$ cat src/rtl/divided_clock_timer.sv
// Down-counting timer that samples a slow divided clock as data, counts its edges and flags expiry.
// Optional build macro TIMER_BOTH_EDGES_EN: count both rising and falling edges of tick_in.
module divided_clock_timer #(
    parameter int WIDTH       = 8,
    parameter int SYNC_STAGES = 2
) (
    input  logic             clk,
    input  logic             rst,
    input  logic             tick_in,
    input  logic             start,
    input  logic             stop,
    input  logic [WIDTH-1:0] load_val,
    input  logic             auto_reload,
    input  logic             ack,
    output logic [WIDTH-1:0] count,
    output logic             busy,
    output logic             expired,
    output logic             overrun,
    output logic             edge_seen
);

    typedef enum logic [1:0] {IDLE, RUN, DONE} state_t;

    state_t                 state_q, state_d;
    logic [SYNC_STAGES-1:0] sync_q;
    logic                   prev_q;
    logic [WIDTH-1:0]       count_q, count_d;
    logic [WIDTH-1:0]       reload_q, reload_d;
    logic                   mode_q, mode_d;
    logic                   expired_q, expired_d;
    logic                   overrun_q, overrun_d;
    logic                   edge_seen_q;
    logic                   tick;
    logic                   load_ok;
    logic                   do_load;

`ifdef TIMER_BOTH_EDGES_EN
    assign tick = sync_q[SYNC_STAGES-1] ^ prev_q;
`else
    assign tick = sync_q[SYNC_STAGES-1] & ~prev_q;
`endif

    // A zero load value would expire immediately, so such a start is treated as absent.
    assign load_ok = start && (load_val != '0);

    always_ff @(posedge clk) begin
        if (rst) begin
            state_q     <= IDLE;
            sync_q      <= '0;
            prev_q      <= 1'b0;
            count_q     <= '0;
            reload_q    <= '0;
            mode_q      <= 1'b0;
            expired_q   <= 1'b0;
            overrun_q   <= 1'b0;
            edge_seen_q <= 1'b0;
        end else begin
            state_q     <= state_d;
            sync_q      <= {sync_q[SYNC_STAGES-2:0], tick_in};
            prev_q      <= sync_q[SYNC_STAGES-1];
            count_q     <= count_d;
            reload_q    <= reload_d;
            mode_q      <= mode_d;
            expired_q   <= expired_d;
            overrun_q   <= overrun_d;
            edge_seen_q <= tick;
        end
    end

    always_comb begin
        state_d   = state_q;
        count_d   = count_q;
        reload_d  = reload_q;
        mode_d    = mode_q;
        expired_d = expired_q;
        overrun_d = overrun_q;
        do_load   = 1'b0;

        // ack has lowest priority; an expiry below overrides the clear of expired.
        if (ack) begin
            expired_d = 1'b0;
            overrun_d = 1'b0;
        end

        case (state_q)
            IDLE: begin
                if (!stop && load_ok) begin
                    do_load = 1'b1;
                end
            end
            RUN: begin
                if (stop) begin
                    state_d = IDLE;
                end else if (load_ok) begin
                    do_load = 1'b1;
                end else if (tick && count_q != '0) begin
                    if (count_q == WIDTH'(1)) begin
                        expired_d = 1'b1;
                        if (mode_q) begin
                            count_d = reload_q;
                            if (expired_q && !ack) begin
                                overrun_d = 1'b1;
                            end
                        end else begin
                            count_d = '0;
                            state_d = DONE;
                        end
                    end else begin
                        count_d = count_q - WIDTH'(1);
                    end
                end
            end
            DONE: begin
                if (ack) begin
                    if (!stop && load_ok) begin
                        do_load = 1'b1;
                    end else begin
                        state_d = IDLE;
                    end
                end
            end
            default: state_d = IDLE;
        endcase

        if (do_load) begin
            state_d  = RUN;
            count_d  = load_val;
            reload_d = load_val;
            mode_d   = auto_reload;
        end
    end

    always_comb begin
        busy      = (state_q == RUN);
        count     = count_q;
        expired   = expired_q;
        overrun   = overrun_q;
        edge_seen = edge_seen_q;
    end

endmodule

$ cat config.mk
export PLATFORM = sky130hd
export DESIGN_NAME = divided_clock_timer
export DESIGN_NICKNAME = d
export VERILOG_FILES = /design/src/rtl/divided_clock_timer.sv
export SDC_FILE = /design/constraint.sdc
export NUM_CORES = 1
export LEC_CHECK = 0
export BUFFER_PORTS_ARGS = -buffer_cell sky130_fd_sc_hd__buf_2
export CORE_MARGIN = 3
export CORE_UTILIZATION = 48
export CTS_BUF_LIST = sky130_fd_sc_hd__clkbuf_8
export CTS_CLUSTER_DIAMETER = 60
export CTS_CLUSTER_SIZE = 16
export DETAILED_ROUTE_END_ITERATION = 8
export PLACE_DENSITY = 0.72
export SLEW_MARGIN = 20
export SYNTH_ARGS = -nofsm -noshare
export SYNTH_HDL_FRONTEND = slang
export SYNTH_SLANG_ARGS = --single-unit
$ cat constraint.sdc
create_clock -name clk -period 2.9 [get_ports clk]
set_clock_uncertainty 0.15 [all_clocks]
set_input_delay 0.145 -clock clk [delete_from_list [all_inputs] [get_ports clk]]
set_output_delay 0.145 -clock clk [all_outputs]
set_load 0.01 [all_outputs]
==> results by group, run 1 <==
Outcome
  • Status: complete, but fails checks
  • Failing checks: hold timing

Worst hold path
  • Hold Crit Class: input pin to register

Logic synthesis
  • Sequential fraction of the synthesis area: 39.9%
  • Complex-gate fraction of the synthesized area: 20.6%
  • Post-synthesis cell count: 143
  • Largest family of logic cells by synthesized area: simple AND/OR/NAND/NOR gates
  • YS warnings: 0
  • Top-count cell post-synth: dfxtp_1
  • Post-Syn Area: 1250 um2
  • Simple-Gate Fraction of Synth Area: 29.4%
  • Top post-synthesis cells by area: dfxtp_1 (40%), a21oi_1 (7.2%), a221o_1 (4.8%)
  • Synth cell count leaders: dfxtp_1 (25), a21oi_1 (18), nand2_1 (15)
  • Net Count, Synth: 160
  • Post-Synth Adder-Cell Area: 1.99%
  • Post-synth EDFFs: 0
  • Main flop type after synthesis: dfxtp_1
  • Post-Synth XOR/XNOR Area: 2.79%
  • Area leader, netlist: dfxtp_1
  • FFs w/ async S/R, synth: 0%
  • Top-area cell type share of the netlist area: 39.9%
  • Register bit total from synthesis: 25
  • Mux contribution to synthesized area: 1.60%
  • Cell variety after synth: 38
  • Syn avg cell area: 8.78 um2

Timing
  • Slew @ Worst Pin: 0.486 ns
  • Tcrit/Tclk final: 79.1%
  • Min Hold Slack: -0.000109 ns
  • Final min period: 2.29 ns
  • Final setup fails: 0
  • Max Fclk: 436 MHz
  • Slew HR: 67.5%
  • Final Max Tran Viols: 0
  • Setup TNS: 0 ns
  • Final Hold Fails: 1
  • RSZ-0062 raised after global routing: no

Worst setup path
  • Startpoint types: input pin
  • CP arrival: 2.36 ns
  • Worst Path Max Fanout: 8
  • WP data required: 2.97 ns
  • Worst path cell trace: dlygate4sd3_1 -> buf_2 -> nor4_1 -> a21boi_1 -> buf_4 -> or3_1 -> a211oi_2 -> a221o_1
  • Slowest cell on crit path: dlygate4sd3_1
  • Crit Path Class: input pin to register
  • Slowest stage delay, CP: 0.52 ns
  • CP endpoint kind: register

Global route
  • Global-route wire length before repair: 5240 um
  • Gr ovfl total: 0
  • Initial antenna violation count: 0
  • Total Routing Usage GR: 20.5%
  • Largest net degree at the start of global routing: 23
  • Number of global-route vias before repair: 1073

Floorplanning
  • I/O pins: 27
  • Std cell rows: 17
  • Initial Util: 53.6%
  • Core area: 2340 um2
  • Die Wd: 57.1 um
  • Die Y: 57.1 um
  • Die area: 3260 um2

Route
  • DRC: 0
  • Routed Antenna Nets: 0
  • Vias: 1174
  • Routed length per placed instance: 15.3 um
  • 1st-iter DRT viols: 45
  • Drt first pass iters: 4
  • Post-Route WL: 3120 um
  • Vias per inst: 5.75

Layout
  • Share of cells above drive strength 1: 23.9%
  • # diodes: 0
  • Layout area overhead: 21.5%
  • Nets@finish: 194
  • Final std cells w/o fill: 204
  • Finished Cell Area: 1530 um2

Power and ir drop
  • Tot Pwr: 0.700 mW
  • Peak VDD IR: 0.308 mV
  • PD cells: 459 nW/um2
  • Leakage power total: 0.650 nW

Flow run
  • Max-Cap Viols: 0

Place
  • Hpwl dp: 2240 um
  • Placed Instances: 192
  • Placed cell area: 1400 um2
  • I/O Buffers: 26
  • GPL Wtd Cong: 0.806

Clock tree
  • Post-CTS Repair Setup Buffers: 0
  • TritonCTS clock tree: built
  • CTS Root Cell: clkbuf_8
  • Clock transition at path regs: 0.08 ns
  • Clk buf depth: 2
  • CTS buffer count: 3
  • Post_cts resized: 0
  • Htree depth: 1
  • Clock Sinks: 25
  • Clk Latency, worst-skew pair: 0.27 ns
per-layer routing:
layer | vias to the layer above | routed length [um] | global-route usage (%)
li1 | 593 | - | -
met1 | 527 | 1420 | 30.4
met2 | 49 | 1420 | 30.3
met3 | 5 | 232 | 2.71
met4 | 0 | 45 | 6.95
met5 | - | 0 | 0
worst max-delay path: cells and delay by family:
kind            cells  cell delay, ns
compound gates      3            0.53
buf+inv             3            0.87
simple gates        2            0.80
area by class of cell:
type                       count  area [um2]
clock buffer                   3        41.3
sequential                    25         500
multi-input combinational    108         708
clock inverter                 1        3.75
inverter                       3        11.3
fill                         195         815
tap                           28        35.0
timing repair buffer          36         225
registers in the layout, indices dropped and copies added (netlist names):
register / flops
count: 8
edge_seen: 1
expired: 1
mode_q: 1
overrun: 1
prev_q: 1
reload_q: 8
state_q: 2
sync_q: 2
cells by family after synthesis:
| family | Yosys count |
|---|---|
| AO/OA/AOI/OAI | 35 |
| buffers and inverters | 10 |
| adder cells (fa/ha/maj) | 2 |
| multiplexers | 2 |
| AND/OR/NAND/NOR | 65 |
| XOR/XNOR | 4 |
| flip-flops | 25 |
power by group:
part           leakage (nW)  switching, mW  internal [mW]
clock                0.0269          0.110         0.0949
combinational         0.419         0.0676         0.0555
sequential            0.204         0.0151          0.357
timing repair:
action | CTS | global route
hold endpoints to repair | 9 | 0
hold buffers | 8 | 0
setup endpoints to repair | 0 | 0
cells in the final DEF (no fill, tap or decap):
cell,synthesis,routed
nor2b_1,6,6
nor3_1,3,3
nand2_1,15,15
and4b_1,1,1
nand2b_1,3,3
or3b_1,1,1
a211o_1,1,1
and3_1,2,2
nor4b_1,1,1
a211oi_2,4,4
nor3b_1,2,2
a221o_1,6,6
o31ai_1,1,1
buf_4,0,2
a31o_2,1,1
buf_2,1,26
xor2_1,2,2
inv_1,3,4
a41oi_1,1,1
dfxtp_1,25,25
mux2i_1,2,2
a21oi_1,18,18
o221ai_1,1,1
a21oi_2,1,1
xnor2_1,2,2
clkbuf_8,0,3
dlygate4sd3_1,0,8
nor4_2,1,1
nand4b_1,1,1
nor3b_2,2,2
or3_1,3,3
nand3_2,1,1
nand3_1,12,12
ha_1,2,2
nor4_1,3,3
nor2_2,1,1
a21boi_1,1,1
nor2_1,7,7
final timing paths:
kind / depth (start not counted) / startpoint / to / slack [ns]
max: 8 / load_val[1] / count[3]$_SDFFE_PP0P_ / 0.61
min: 2 / load_val[0] / count[0]$_SDFFE_PP0P_ / -0.0001
max reg2reg: 7 / count[0]$_SDFFE_PP0P_ / count[6]$_SDFFE_PP0P_ / 0.67
min reg2reg: 1 / sync_q[0]$_SDFF_PP0_ / sync_q[1]$_SDFF_PP0_ / 0.30
stage by stage:
stage	worst slack [ns]	utilization, %
floorplan	0.764	-
global placement	0.750	59.8
detailed placement	0.676	59.8
CTS	0.600	65.2
global route	0.492	65.2
finish	0.605	65.2
Power figures use the tool's default switching activity.
==> run 2: changes to the inputs <==
--- a/config.mk
+++ b/config.mk
@@ -5,6 +5,7 @@
 export SDC_FILE = /design/constraint.sdc
 export NUM_CORES = 1
 export LEC_CHECK = 0
+export ABC_AREA = 1
 export BUFFER_PORTS_ARGS = -buffer_cell sky130_fd_sc_hd__buf_2
 export CORE_MARGIN = 3
 export CORE_UTILIZATION = 48
@@ -12,7 +13,7 @@
 export CTS_CLUSTER_DIAMETER = 60
 export CTS_CLUSTER_SIZE = 16
 export DETAILED_ROUTE_END_ITERATION = 8
-export PLACE_DENSITY = 0.72
+export PLACE_DENSITY = 0.7
 export SLEW_MARGIN = 20
 export SYNTH_ARGS = -nofsm -noshare
 export SYNTH_HDL_FRONTEND = slang
==> constraint.sdc (replaced) <==
create_clock -name clk -period 2.2 [get_ports clk]
set_clock_uncertainty 0.15 [all_clocks]
set_input_delay 0.11 -clock clk [delete_from_list [all_inputs] [get_ports clk]]
set_output_delay 0.11 -clock clk [all_outputs]
set_load 0.01 [all_outputs]
==> run 2 against run 1 <==
The flow now finishes without violations. Total power is 50% higher. Non-clock buffer count shrank 2. Hold slack improved by 0.0060 ns. First-iteration DRC count increased by 31%. Sequential power is 35% higher. Utilization is 3.3 points lower. Sequential share of layout area is 4.5 points lower. Largest cell class unchanged.
==> results by group, run 2 <==
Floorplanning
  • I/O pins: 27 (unchanged)
  • Core area: 2850 um2 (+22%)
  • Die Y: 61.7 um (+7.9%)
  • Std cell rows: 19 (+2)
  • Die area: 3800 um2 (+16%)
  • Die Wd: 61.7 um (+7.9%)
  • Initial Util: 52.1% (-1.5 points)

Layout
  • # diodes: 0 (unchanged)
  • Most common cell after layout, fill and taps aside: nand2_1
  • Fin util: 61.9% (-3.3 points)
  • Nets@finish: 273 (+41%)
  • Most frequent cells in the layout: nand2_1 (60), inv_1 (29), nor2_1 (26), buf_2 (26), dfxtp_1 (25)
  • Layout area overhead: 18.8%
  • Share of cells above drive strength 1: 22.0% (-1.9 points)
  • Fillcell total: 288 (+48%)

Logic synthesis
  • Simple-Gate Fraction of Synth Area: 45.7% (+16 points)
  • Cell variety after synth: 28 (-26%)
  • Syn avg cell area: 6.76 um2 (-23%)
  • Complex-gate fraction of the synthesized area: 8.84% (-12 points)
  • Top post-synthesis cells by area: dfxtp_1 (34%), nand2_1 (15%), nand3_1 (7.4%)
  • FFs w/ async S/R, synth: 0% (unchanged)
  • Post-synthesis cell count: 220 (+54%)
  • Top-area cell type share of the netlist area: 33.7% (-6.2 points)
  • Post-synth EDFFs: 0 (unchanged)
  • Net Count, Synth: 237 (+48%)
  • Top-count cell post-synth: nand2_1
  • Post-Synth Adder-Cell Area: 1.68% (-0.31 points)
  • Largest family of logic cells by synthesized area: simple AND/OR/NAND/NOR gates
  • Post-Synth XOR/XNOR Area: 0% (-2.8 points)
  • Register bit total from synthesis: 25 (unchanged)
  • Post-Syn Area: 1490 um2 (+18%)
  • Main flop type after synthesis: dfxtp_1
  • Area leader, netlist: dfxtp_1
  • Synth cell count leaders: nand2_1 (60), inv_1 (29), nor2_1 (26)
  • Mux contribution to synthesized area: 0% (-1.6 points)
  • YS warnings: 0 (unchanged)
  • Sequential fraction of the synthesis area: 33.7% (-6.2 points)

Route
  • Post-Route WL: 3470 um (+11%)
  • DRC: 0 (unchanged)
  • Vias per inst: 4.94 (-14%)
  • Vias: 1414 (+20%)
  • Drt first pass iters: 4 (unchanged)
  • 1st-iter DRT viols: 59 (+31%)
  • Routed Antenna Nets: 0 (unchanged)
  • Routed length per placed instance: 12.1 um (-21%)

Worst hold path
  • Hold Crit Class: input pin to register

Timing
  • Final setup fails: 0 (unchanged)
  • Final min period: 1.83 ns
  • Setup TNS: 0 ns (unchanged)
  • Final Hold Fails: 0 (-1)
  • Final Max Tran Viols: 0 (unchanged)
  • Max Fclk: 545 MHz
  • Min Hold Slack: 0.00588 ns (+0.00599 ns)
  • Slew HR: 77.8% (+10 points)
  • Slew @ Worst Pin: 0.333 ns (-0.153 ns)
  • Tcrit/Tclk final: 83.3%
  • RSZ-0062 raised after global routing: no

Place
  • I/O Buffers: 26 (unchanged)
  • Hpwl dp: 2620 um (+17%)
  • GPL Wtd Cong: 0.873 (+8.3%)

Clock tree
  • Post_cts resized: 0 (unchanged)
  • TritonCTS clock tree: built
  • Htree depth: 1 (unchanged)
  • Clock Sinks: 25 (unchanged)
  • Clk Latency, worst-skew pair: 0.28 ns (about the same)
  • Clock transition at path regs: 0.10 ns (+0.02 ns)
  • CTS Root Cell: clkbuf_8
  • Clk buf depth: 2 (unchanged)
  • CTS buffer count: 3 (unchanged)

Worst setup path
  • Startpoint types: register
  • Worst Path Max Fanout: 7 (-1)
  • WP data required: 2.23 ns (-0.74 ns)
  • R2r setup slk: 0.37 ns (-0.30 ns)
  • Crit Path Class: register to register
  • CP arrival: 1.87 ns (-0.49 ns)
  • CP endpoint kind: register

Power and ir drop
  • Peak VDD IR: 0.463 mV (+50%)
  • Leakage power total: 0.910 nW (+40%)
  • Clk pwr share: 27.6% (-1.6 points)
  • Switching part of the total: 32.4% (+4.8 points)
  • Net Switching: 0.340 mW (+76%)
  • P_int: 0.710 mW (+40%)
  • Logic pwr share: 24.7% (+7.1 points)
  • PD cells: 595 nW/um2 (+29%)
  • Sequential share of power: 47.7% (-5.5 points)
  • Tot Pwr: 1.05 mW (+50%)

Global route
  • Gr ovfl total: 0 (unchanged)
  • Number of global-route vias before repair: 1279 (+19%)
  • Largest net degree at the start of global routing: 19 (-17%)
  • Initial antenna violation count: 0 (unchanged)
  • Global-route wire length before repair: 5790 um (+11%)
  • Total Routing Usage GR: 20.4% (-0.12 points)

Outcome
  • Status: finished clean

Flow run
  • Max-Cap Viols: 0 (unchanged)
-- run 2: cell type report --
type / count / area [um2] / share of cell area (%)
timing repair buffer: 34 / 210 / 11.9
sequential: 25 / 500 / 28.3
clock inverter: 1 / 8.76 / 0.496
tap: 31 / 38.8 / 2.20
clock buffer: 3 / 41.3 / 2.34
multi-input combinational: 158 / 836 / 47.3
inverter: 34 / 130 / 7.37
-- run 2: stage by stage --
step,instances,worst slack (ns),area (um2)
3_5_place_dp,274,0.351,1640
2_1_floorplan,220,0.477,1490
6_report,286,0.367,1770
5_1_grt,286,0.195,1770
3_3_place_gp,274,0.421,1640
4_1_cts,286,0.355,1770
-- run 2: what timing repair did --
action | CTS | global route
endpoints found under the hold margin | 8 | 0
hold buffers | 8 | 0
buffers inserted | 0 | 0
-- run 2: logic make-up (layout without fill, tap and decap cells) --
kind of cell	count (synthesis)	in the layout
flops	25	25
buf+inv	37	72
compound gates	22	22
simple gates	134	134
fa+ha+maj	2	2
-- run 2: path summary, 6_finish.rpt --
| kind | depth (start not counted) | to | from |
|---|---|---|---|
| setup / recovery | 10 | count[4]$_SDFFE_PP0P_ | count[0]$_SDFFE_PP0P_ |
| hold / removal | 3 | reload_q[7]$_SDFFE_PP0P_ | load_val[7] |
| hold reg to reg | 2 | sync_q[1]$_SDFF_PP0_ | sync_q[0]$_SDFF_PP0_ |
| setup reg to reg | 10 | count[4]$_SDFFE_PP0P_ | count[0]$_SDFFE_PP0P_ |
-- run 2: power by group through the flow --
stage	sequential, mW	combinational, mW	clock (mW)
4_1_cts	0.501	0.260	0.296
6_report	0.501	0.259	0.290
5_1_grt	0.505	0.299	0.315
3_5_place_dp	0.512	0.248	0
3_3_place_gp	0.511	0.248	0
2_1_floorplan	0.511	0.179	0
-- run 2: routing by layer --
layer  global-route usage [%]  up-vias  share of wire (%)
met5                        0        -                  0
met4                     4.55        0               0.78
met3                     4.61        4                4.3
met2                     31.7       26                 46
met1                     28.8      620                 49
li1                         -      764                  -
-- run 2: worst max-delay path, stage by stage, from the launching register on --
cell and delay, ns:
dfxtp_1 0.41, inv_1 0.13, ha_1 0.29, nand2_2 0.11, nor2_2 0.05, nor2_2 0.14
nand3_4 0.13, nand2_4 0.13, inv_4 0.06, nor2_1 0.10, nor2_1 0.05
